**src/rtl/vga_pkg.sv**
```systemverilog
// Shared VGA timing definitions: standard display modes, sync polarities and
// the counter-width helper used to size the pixel and line counters.
package vga_pkg;

    localparam bit POL_ACTIVE_LOW  = 1'b0;
    localparam bit POL_ACTIVE_HIGH = 1'b1;

    // 640x480 @ 60 Hz, 25.175 MHz pixel rate, both syncs negative
    localparam int M640_H_ACTIVE = 640;
    localparam int M640_H_FP     = 16;
    localparam int M640_H_SYNC   = 96;
    localparam int M640_H_BP     = 48;
    localparam int M640_V_ACTIVE = 480;
    localparam int M640_V_FP     = 10;
    localparam int M640_V_SYNC   = 2;
    localparam int M640_V_BP     = 33;
    localparam bit M640_HS_POL   = POL_ACTIVE_LOW;
    localparam bit M640_VS_POL   = POL_ACTIVE_LOW;

    // 800x600 @ 72 Hz, 50 MHz pixel rate, both syncs positive
    localparam int M800_H_ACTIVE = 800;
    localparam int M800_H_FP     = 56;
    localparam int M800_H_SYNC   = 120;
    localparam int M800_H_BP     = 64;
    localparam int M800_V_ACTIVE = 600;
    localparam int M800_V_FP     = 37;
    localparam int M800_V_SYNC   = 6;
    localparam int M800_V_BP     = 23;
    localparam bit M800_HS_POL   = POL_ACTIVE_HIGH;
    localparam bit M800_VS_POL   = POL_ACTIVE_HIGH;

    // Control bits that travel together through the alignment pipeline.
    // All are asserted-high; polarity is only applied at the pins.
    typedef struct packed {
        logic active;
        logic hsync;
        logic vsync;
    } syncBits_t;

    function automatic int counterWidth(input int total);
        return (total <= 1) ? 1 : $clog2(total);
    endfunction

endpackage

```
**src/rtl/vga_delay_line.sv**
```systemverilog
// Shift register that advances only on pixel ticks, used to line the timing
// control bits up with the render pipeline latency. DEPTH = 0 is a wire.
module vga_delay_line #(
    parameter int WIDTH = 3,
    parameter int DEPTH = 1
) (
    input  logic             clock,
    input  logic             reset,
    input  logic             pix_en_i,
    input  logic [WIDTH-1:0] data_i,
    output logic [WIDTH-1:0] data_o
);

    if (DEPTH == 0) begin : gPass
        logic unusedCtrl;
        assign unusedCtrl = ^{clock, reset, pix_en_i};
        assign data_o     = data_i;
    end else begin : gShift
        logic [WIDTH-1:0] stage_q [DEPTH];

        // Cleared stages read as blank and sync-inactive.
        always_ff @(posedge clock or posedge reset) begin
            if (reset) begin
                for (int i = 0; i < DEPTH; i++) begin
                    stage_q[i] <= '0;
                end
            end else if (pix_en_i) begin
                stage_q[0] <= data_i;
                for (int i = 1; i < DEPTH; i++) begin
                    stage_q[i] <= stage_q[i-1];
                end
            end
        end

        assign data_o = stage_q[DEPTH-1];
    end

endmodule

```
**src/rtl/vga_timing_gen.sv**
```systemverilog
// Parametrised VGA timing generator: pixel/line counters, frame tick, and
// pin-side sync and gated colour aligned to the render pipeline latency.
module vga_timing_gen
    import vga_pkg::*;
#(
    parameter int H_ACTIVE = M640_H_ACTIVE,
    parameter int H_FP     = M640_H_FP,
    parameter int H_SYNC   = M640_H_SYNC,
    parameter int H_BP     = M640_H_BP,
    parameter int V_ACTIVE = M640_V_ACTIVE,
    parameter int V_FP     = M640_V_FP,
    parameter int V_SYNC   = M640_V_SYNC,
    parameter int V_BP     = M640_V_BP,
    parameter bit HS_POL   = M640_HS_POL,
    parameter bit VS_POL   = M640_VS_POL,
    parameter int COLOR_W  = 4,
    parameter int LAT      = 1
) (
    input  logic clock,
    input  logic reset,
    input  logic pix_en,
    output logic [counterWidth(H_ACTIVE+H_FP+H_SYNC+H_BP)-1:0] h_count,
    output logic [counterWidth(V_ACTIVE+V_FP+V_SYNC+V_BP)-1:0] v_count,
    output logic active,
    output logic frame_tick,
    input  logic [COLOR_W-1:0] red,
    input  logic [COLOR_W-1:0] green,
    input  logic [COLOR_W-1:0] blue,
    output logic [COLOR_W-1:0] red_out,
    output logic [COLOR_W-1:0] green_out,
    output logic [COLOR_W-1:0] blue_out,
    output logic horiz_sync_out,
    output logic vert_sync_out
);

    localparam int H_TOTAL = H_ACTIVE + H_FP + H_SYNC + H_BP;
    localparam int V_TOTAL = V_ACTIVE + V_FP + V_SYNC + V_BP;
    localparam int HW      = counterWidth(H_TOTAL);
    localparam int VW      = counterWidth(V_TOTAL);

    // Compares are done at 32 bits so no boundary constant can be truncated.
    localparam logic [31:0] H_LAST     = 32'(H_TOTAL - 1);
    localparam logic [31:0] V_LAST     = 32'(V_TOTAL - 1);
    localparam logic [31:0] H_VIS      = 32'(H_ACTIVE);
    localparam logic [31:0] V_VIS      = 32'(V_ACTIVE);
    localparam logic [31:0] HS_FIRST   = 32'(H_ACTIVE + H_FP);
    localparam logic [31:0] HS_LAST    = 32'(H_ACTIVE + H_FP + H_SYNC - 1);
    localparam logic [31:0] VS_FIRST   = 32'(V_ACTIVE + V_FP);
    localparam logic [31:0] VS_LAST    = 32'(V_ACTIVE + V_FP + V_SYNC - 1);

    logic [HW-1:0]      hCount_q, hCount_d;
    logic [VW-1:0]      vCount_q, vCount_d;
    logic [31:0]        hWide, vWide;
    syncBits_t          rawBits, dlyBits;
    logic [COLOR_W-1:0] red_q, green_q, blue_q;
    logic               hsync_q, vsync_q;

    assign hWide = 32'(hCount_q);
    assign vWide = 32'(vCount_q);

    // Raster position: column wraps at end of line and carries into the line.
    always_comb begin
        hCount_d = hCount_q;
        vCount_d = vCount_q;
        if (pix_en) begin
            if (hWide == H_LAST) begin
                hCount_d = '0;
                vCount_d = (vWide == V_LAST) ? '0 : vCount_q + VW'(1);
            end else begin
                hCount_d = hCount_q + HW'(1);
            end
        end
    end

    always_ff @(posedge clock or posedge reset) begin
        if (reset) begin
            hCount_q <= '0;
            vCount_q <= '0;
        end else begin
            hCount_q <= hCount_d;
            vCount_q <= vCount_d;
        end
    end

    always_comb begin
        rawBits        = '0;
        rawBits.active = (hWide < H_VIS) && (vWide < V_VIS);
        rawBits.hsync  = (hWide >= HS_FIRST) && (hWide <= HS_LAST);
        rawBits.vsync  = (vWide >= VS_FIRST) && (vWide <= VS_LAST);
    end

    vga_delay_line #(
        .WIDTH ($bits(syncBits_t)),
        .DEPTH (LAT)
    ) uAlign (
        .clock    (clock),
        .reset    (reset),
        .pix_en_i (pix_en),
        .data_i   (rawBits),
        .data_o   (dlyBits)
    );

    // Pin stage: colour is captured together with its delayed control bits,
    // and sync polarity is applied here so the pipeline stays asserted-high.
    always_ff @(posedge clock or posedge reset) begin
        if (reset) begin
            red_q   <= '0;
            green_q <= '0;
            blue_q  <= '0;
            hsync_q <= ~HS_POL;
            vsync_q <= ~VS_POL;
        end else if (pix_en) begin
            red_q   <= dlyBits.active ? red   : '0;
            green_q <= dlyBits.active ? green : '0;
            blue_q  <= dlyBits.active ? blue  : '0;
            hsync_q <= ~(dlyBits.hsync ^ HS_POL);
            vsync_q <= ~(dlyBits.vsync ^ VS_POL);
        end
    end

    assign h_count        = hCount_q;
    assign v_count        = vCount_q;
    assign active         = rawBits.active;
    assign frame_tick     = pix_en && (hWide == H_LAST) && (vWide == V_LAST);
    assign red_out        = red_q;
    assign green_out      = green_q;
    assign blue_out       = blue_q;
    assign horiz_sync_out = hsync_q;
    assign vert_sync_out  = vsync_q;

endmodule
```
**config.mk**
```make
export PLATFORM = sky130hd
export DESIGN_NAME = vga_timing_gen
export DESIGN_NICKNAME = d
export VERILOG_FILES = /design/src/rtl/vga_pkg.sv /design/src/rtl/vga_delay_line.sv /design/src/rtl/vga_timing_gen.sv
export SDC_FILE = /design/constraint.sdc
export NUM_CORES = 1
export LEC_CHECK = 0
export ABC_AREA = 1
export BUFFER_PORTS_ARGS = -buffer_cell sky130_fd_sc_hd__clkbuf_2
export CORE_AREA = 2 2 48 94
export CTS_CLUSTER_DIAMETER = 120
export DETAILED_ROUTE_END_ITERATION = 8
export DIE_AREA = 0 0 50 96
export PLACE_DENSITY = 0.73
export SLEW_MARGIN = 0
export SYNTH_ARGS = -nofsm -noshare
export SYNTH_HDL_FRONTEND = slang
export SYNTH_SLANG_ARGS = --single-unit
```
**constraint.sdc**
```tcl
create_clock -name clock -period 1.5 [get_ports clock]
set_input_delay 0.075 -clock clock [delete_from_list [all_inputs] [get_ports clock]]
set_output_delay 0.075 -clock clock [all_outputs]
set_load 0.01 [all_outputs]
```
Word level (Yosys, flattened, before mapping)
Index checks and enable logic that the tools add are counted.
Word-level totals
  register bits after elaboration: 37
  input bits: 15
  output and inout port bits: 36
  word-level logic and storage cells: 31
Cells by class
  add/sub/neg operators: 2
  magnitude comparators: 6
  equal/unequal tests: 2
  mux-type cells: 5
  bitwise gates (word level): 2
  reduce and logical (&&, ||, !) cells: 6
Operator list (count)
  $add 10x1->10 const B: 2
  $eq 10x10->1 const B: 2
  $mux 10: 2
  $mux 4: 3
  $ge 10x10->1 const B: 1
  $ge 10x9->1 const B: 1
  $le 10x10->1 const B: 1
  $le 10x9->1 const B: 1
  $lt 10x10->1 const B: 1
  $lt 10x9->1 const B: 1
  $logic_and 1x1->1: 5
  $not 1->1: 2
  $reduce_and 2->1: 1

Longest topological paths before layout
  word-level depth: 3
  mapped depth: 9
  depth with buffers taken out: 8

By module
Synthesis repeated with hierarchy kept, for this count alone.
Second synthesis, totals
  cell total of the unflattened synthesis: 249
  area, all modules: 1919.3 sq um
Modules (own cells, without submodules)
  vga_timing_gen: instances 1, cells an instance 235, area each 1803.0 sq um, sequential area each 853.3 sq um
  vga_delay_line: instances 1, cells an instance 14, area each 116.4 sq um, sequential area each 75.1 sq um

Worst setup path before layout
Ideal clock, no wire load.
  kind: reg2reg
  start: register hCount_q[1] (netlist: h_count[1])
  end: register vCount_q[4] (netlist: v_count[4])
  library setup time: 0.118 ns
  arrival time: 1.340 ns
  data required time: 1.382 ns
  path slack: 0.041 ns
  cell stages (with the launch flop): 10
  path buffers: 1
  period minus slack after synthesis: 1.459 ns
  path through: dfrtp_1 > ha_1 > inv_1 > nor2_8 > nand3_4 > nor2_8 > inv_4 > buf_6 > nand2_2 > o21ai_2
Between the ends
  cells in the longest elaborated chain, start to end: 2
Ends and longest elaborated chain
  start, declared: line vga_timing_gen.sv:51  | logic [HW-1:0] hCount_q, hCount_d;
  start signal, assigned: line vga_timing_gen.sv:80  | hCount_q <= hCount_d;
  $eq 10x10->1: line vga_timing_gen.sv:66  | if (hWide == H_LAST) begin
  $reduce_and 2->1 (no source line)
  end signal, assigned: line vga_timing_gen.sv:81  | vCount_q <= vCount_d;
  end, declared: line vga_timing_gen.sv:52  | logic [VW-1:0] vCount_q, vCount_d;
Every way passes these cells.
A chain may end at the register's enable or synchronous reset.

Worst setup path in the final report
  start: register vCount_q[1] (netlist: v_count[1])
  end: output frame_tick
Between the ends
  cells in the longest elaborated chain, start to end: 2
Ends and longest elaborated chain
  $eq 10x10->1: line vga_timing_gen.sv:124  | assign frame_tick = pix_en && (hWide == H_LAST) && (vWide == V_LAST);
  $logic_and 1x1->1: line vga_timing_gen.sv:124
  end, declared: line vga_timing_gen.sv:25  | output logic frame_tick,
Every way passes these cells.

==> out/metrics.cfg <==
[global_routing]
use_met2_pct = 40.68
use_met3_pct = 4.348
grt_pass1_wl_um = 7900
use_met1_pct = 21.41
grt-ovfl-total = 0
grt_pass1_vias = 1869
track_usage_pct = 21.69
grt_max_degree = 38
grt.busiest_layer = met2
antenna_found_initial = 0

[placement]
gp_congestion = 0.8388
dp.cells = 345
dpl.hpwl_um = 3444
preCtsSetupSlack_ns = 0.04308
place_area_um2 = 2290
io_buffers = 50

[detailed_routing]
viasPerCell = 5.123
drtPass1Iterations = 4
vias = 1875
drc = 0
ant_nets = 0
routed_wl_um = 4897
avgRoutedWirePerCell_um = 13.38
drtIter0Drc = 51

[outcome]
violations = setup timing
status = finished, violations left

[logic_synthesis]
yosysWarnings = 0
synth_top_area_cell = dfrtp_1
synthArstFlopShare_pct = 100.0
syn_area_um2 = 1953
synth.most_common_cell = nand2_1
ys_ff_latch = 37
synth_fp_nets = 261
syn_inst = 242
syn_avg_cell_area_um2 = 8.071
ys_types = 27
synthTopCellsByCount = nand2_1 (70), dfrtp_1 (35), nand3_1 (26)
synth_top_area_share_pct = 44.84
synthTopCellsByArea = dfrtp_1 (45%), nand2_1 (13%), nand3_1 (6.7%), inv_1 (4.2%), nor2_1 (3.8%)
ys_seq_area_share_pct = 47.53
ys.flop_type = dfrtp_1
synth_edf_count = 0

[sta]
rsz0062_at_grt = yes
fmax_mhz = 652.5
finalCritPeriodShare_pct = 102.2
fin_ws_ns = -0.03257
finalMaxSlewViolations = 0
maxSlewHeadroom_pct = 69.48
period_needed_ns = 1.533
hold_viol_final = 0
worst_pin_slew_ns = 0.4578
finalSetupViolations = 1
skew_ns = 0.006640

[setup_path]
cp_cell_sequence = inv_2 -> ha_4 -> inv_2 -> nor3_2 -> nand4_1 -> nor2_1 -> buf_2
worstPathMaxFanout = 2
critPathBufInv = 3
worst_ep_arrival_time_ns = 1.46
critPathKind = reg2out
path_delay_family = flip-flops
cp_slowest_stage_delay_ns = 0.42
endpoint_kind = primary output
path_common_cell = inv_2
crit_required_ns = 1.42
worst_setup_path_start_kind = flop
crit_slowest_cell = dfrtp_1

[floorplanning]
initial_core_util_pct = 47.78
die_h_um = 96
placeableCoreArea_um2 = 4088
ios = 51
die-area_um2 = 4800
rows = 33
die_w_um = 50

[clock_network]
clk_path_buf_depth = 2
path_clk_slew_ns = 0.08
cts_tree = done
clockRootBuffer = clkbuf_8
cts_buffers = 5
h-tree-depth = 2
cts_sinks = 37
clk_latency_ns = 0.29

[flow_run]
cap_violations = 0

[final_layout]
syn_to_final_growth_pct = 32.29
final_cell_count_no_fill = 366
utilization_pct = 63.21
nNetsFinal = 332
diodes = 0
design_area_um2 = 2584
layout-drive-gt1-share_pct = 37.58

[worst_hold_path]
hp-class = in2reg

[pwr]
p_per_area_nw_per_um2 = 1202
irDropWorstVdd_v = 0.0009018
total_power_uw = 3106
p_leak_uw = 0.001382

==> report_power, final <==
| group | switching, uW | internal (uW) | leakage [uW] |
|---|---|---|---|
| clock network | 359 | 661 | 0.0000681 |
| registers | 122 | 1130 | 0.000449 |
| logic | 482 | 351 | 0.000865 |
| total | 963 | 2140 | 0.00138 |
==> flip-flops by register name, summed over array words and instances, names as in the netlist <==
signal / cells
vert_sync_out: 1
h_count: 10
uAlign.data_o: 3
horiz_sync_out: 1
blue_out: 4
v_count: 10
green_out: 4
red_out: 4
==> layout make-up <==
| type | count | area (um2) |
|---|---|---|
| multi-input combinational | 172 | 943.4 |
| clock inverter | 3 | 65.06 |
| fill | 388 | 1504 |
| clock buffer | 5 | 68.82 |
| sequential | 37 | 932.1 |
| inverter | 27 | 106.4 |
| timing repair buffer | 70 | 402.9 |
| tap | 52 | 65.06 |
==> worst register-to-register path, stage by stage, from the launching register on <==
cell and delay, ns:
dfrtp_1 0.49, nand2_1 0.19, nor2_1 0.18, nand4_1 0.11
buf_4 0.18, nand3_1 0.09, o21ai_1 0.07
==> metal layers <==
layer / routed length [um] / part of all wire, %
met1: 1762 / 36
met2: 2831 / 58
met4: 95 / 1.9
met5: 0 / 0
met3: 207 / 4.2
==> stage by stage <==
step / hold slack (ns) / TNS [ns]
finish: 0.009444 / -0.03257
global route: 0.007733 / -0.1475
CTS: 0.002184 / -0.01168
detailed placement: 0.1906 / 0
global placement: 0.1847 / 0
floorplan: 0.2158 / 0
==> placed cells by master, fill, tap and decap left out, types with 3 or more instances in the layout <==
| cell type | instances |
|---|---|
| a21oi_1 | 3 |
| buf_4 | 19 |
| dfrtp_1 | 32 |
| nand3_1 | 26 |
| clkbuf_2 | 49 |
| nand2_1 | 68 |
| nand4_1 | 8 |
| nand2_2 | 6 |
| inv_2 | 9 |
| o21ai_0 | 10 |
| xor2_1 | 3 |
| dfrtp_2 | 3 |
| clkbuf_8 | 5 |
| inv_1 | 17 |
| o21ai_1 | 4 |
| o21ai_2 | 6 |
| nor2_1 | 17 |
==> path summary, 6_finish.rpt <==
kind,from,end,slack [ns],depth (start not counted)
max,v_count[1],frame_tick,-0.03,7
min,red[0],red_out[0],0.009,3
max reg2reg,v_count[2],v_count[0],0.08,6
min reg2reg,uAlign.data_o[0],vert_sync_out,0.45,1
max in group asynchronous,reset,horiz_sync_out,0.73,4
min in group asynchronous,reset,h_count[4],0.43,4
==> logic make-up after synthesis <==
group                      synth area share [%]
AOI/OAI and AO/OA                         6.854
xor gates and xnor gates                  2.691
adders and majority gates                 2.563
buffers and inverters                     6.919
DFF                                       47.53
and+or+nand+nor                           33.44
==> timing repair <==
item	in CTS	in global routing
endpoints found under the setup margin	2	11
hold buffers	1	0
pin swaps	5	6
gates resized for setup	6	18
buffers inserted	6	6
endpoints found under the hold margin	35	0
(Power assumes the default switching activity.)
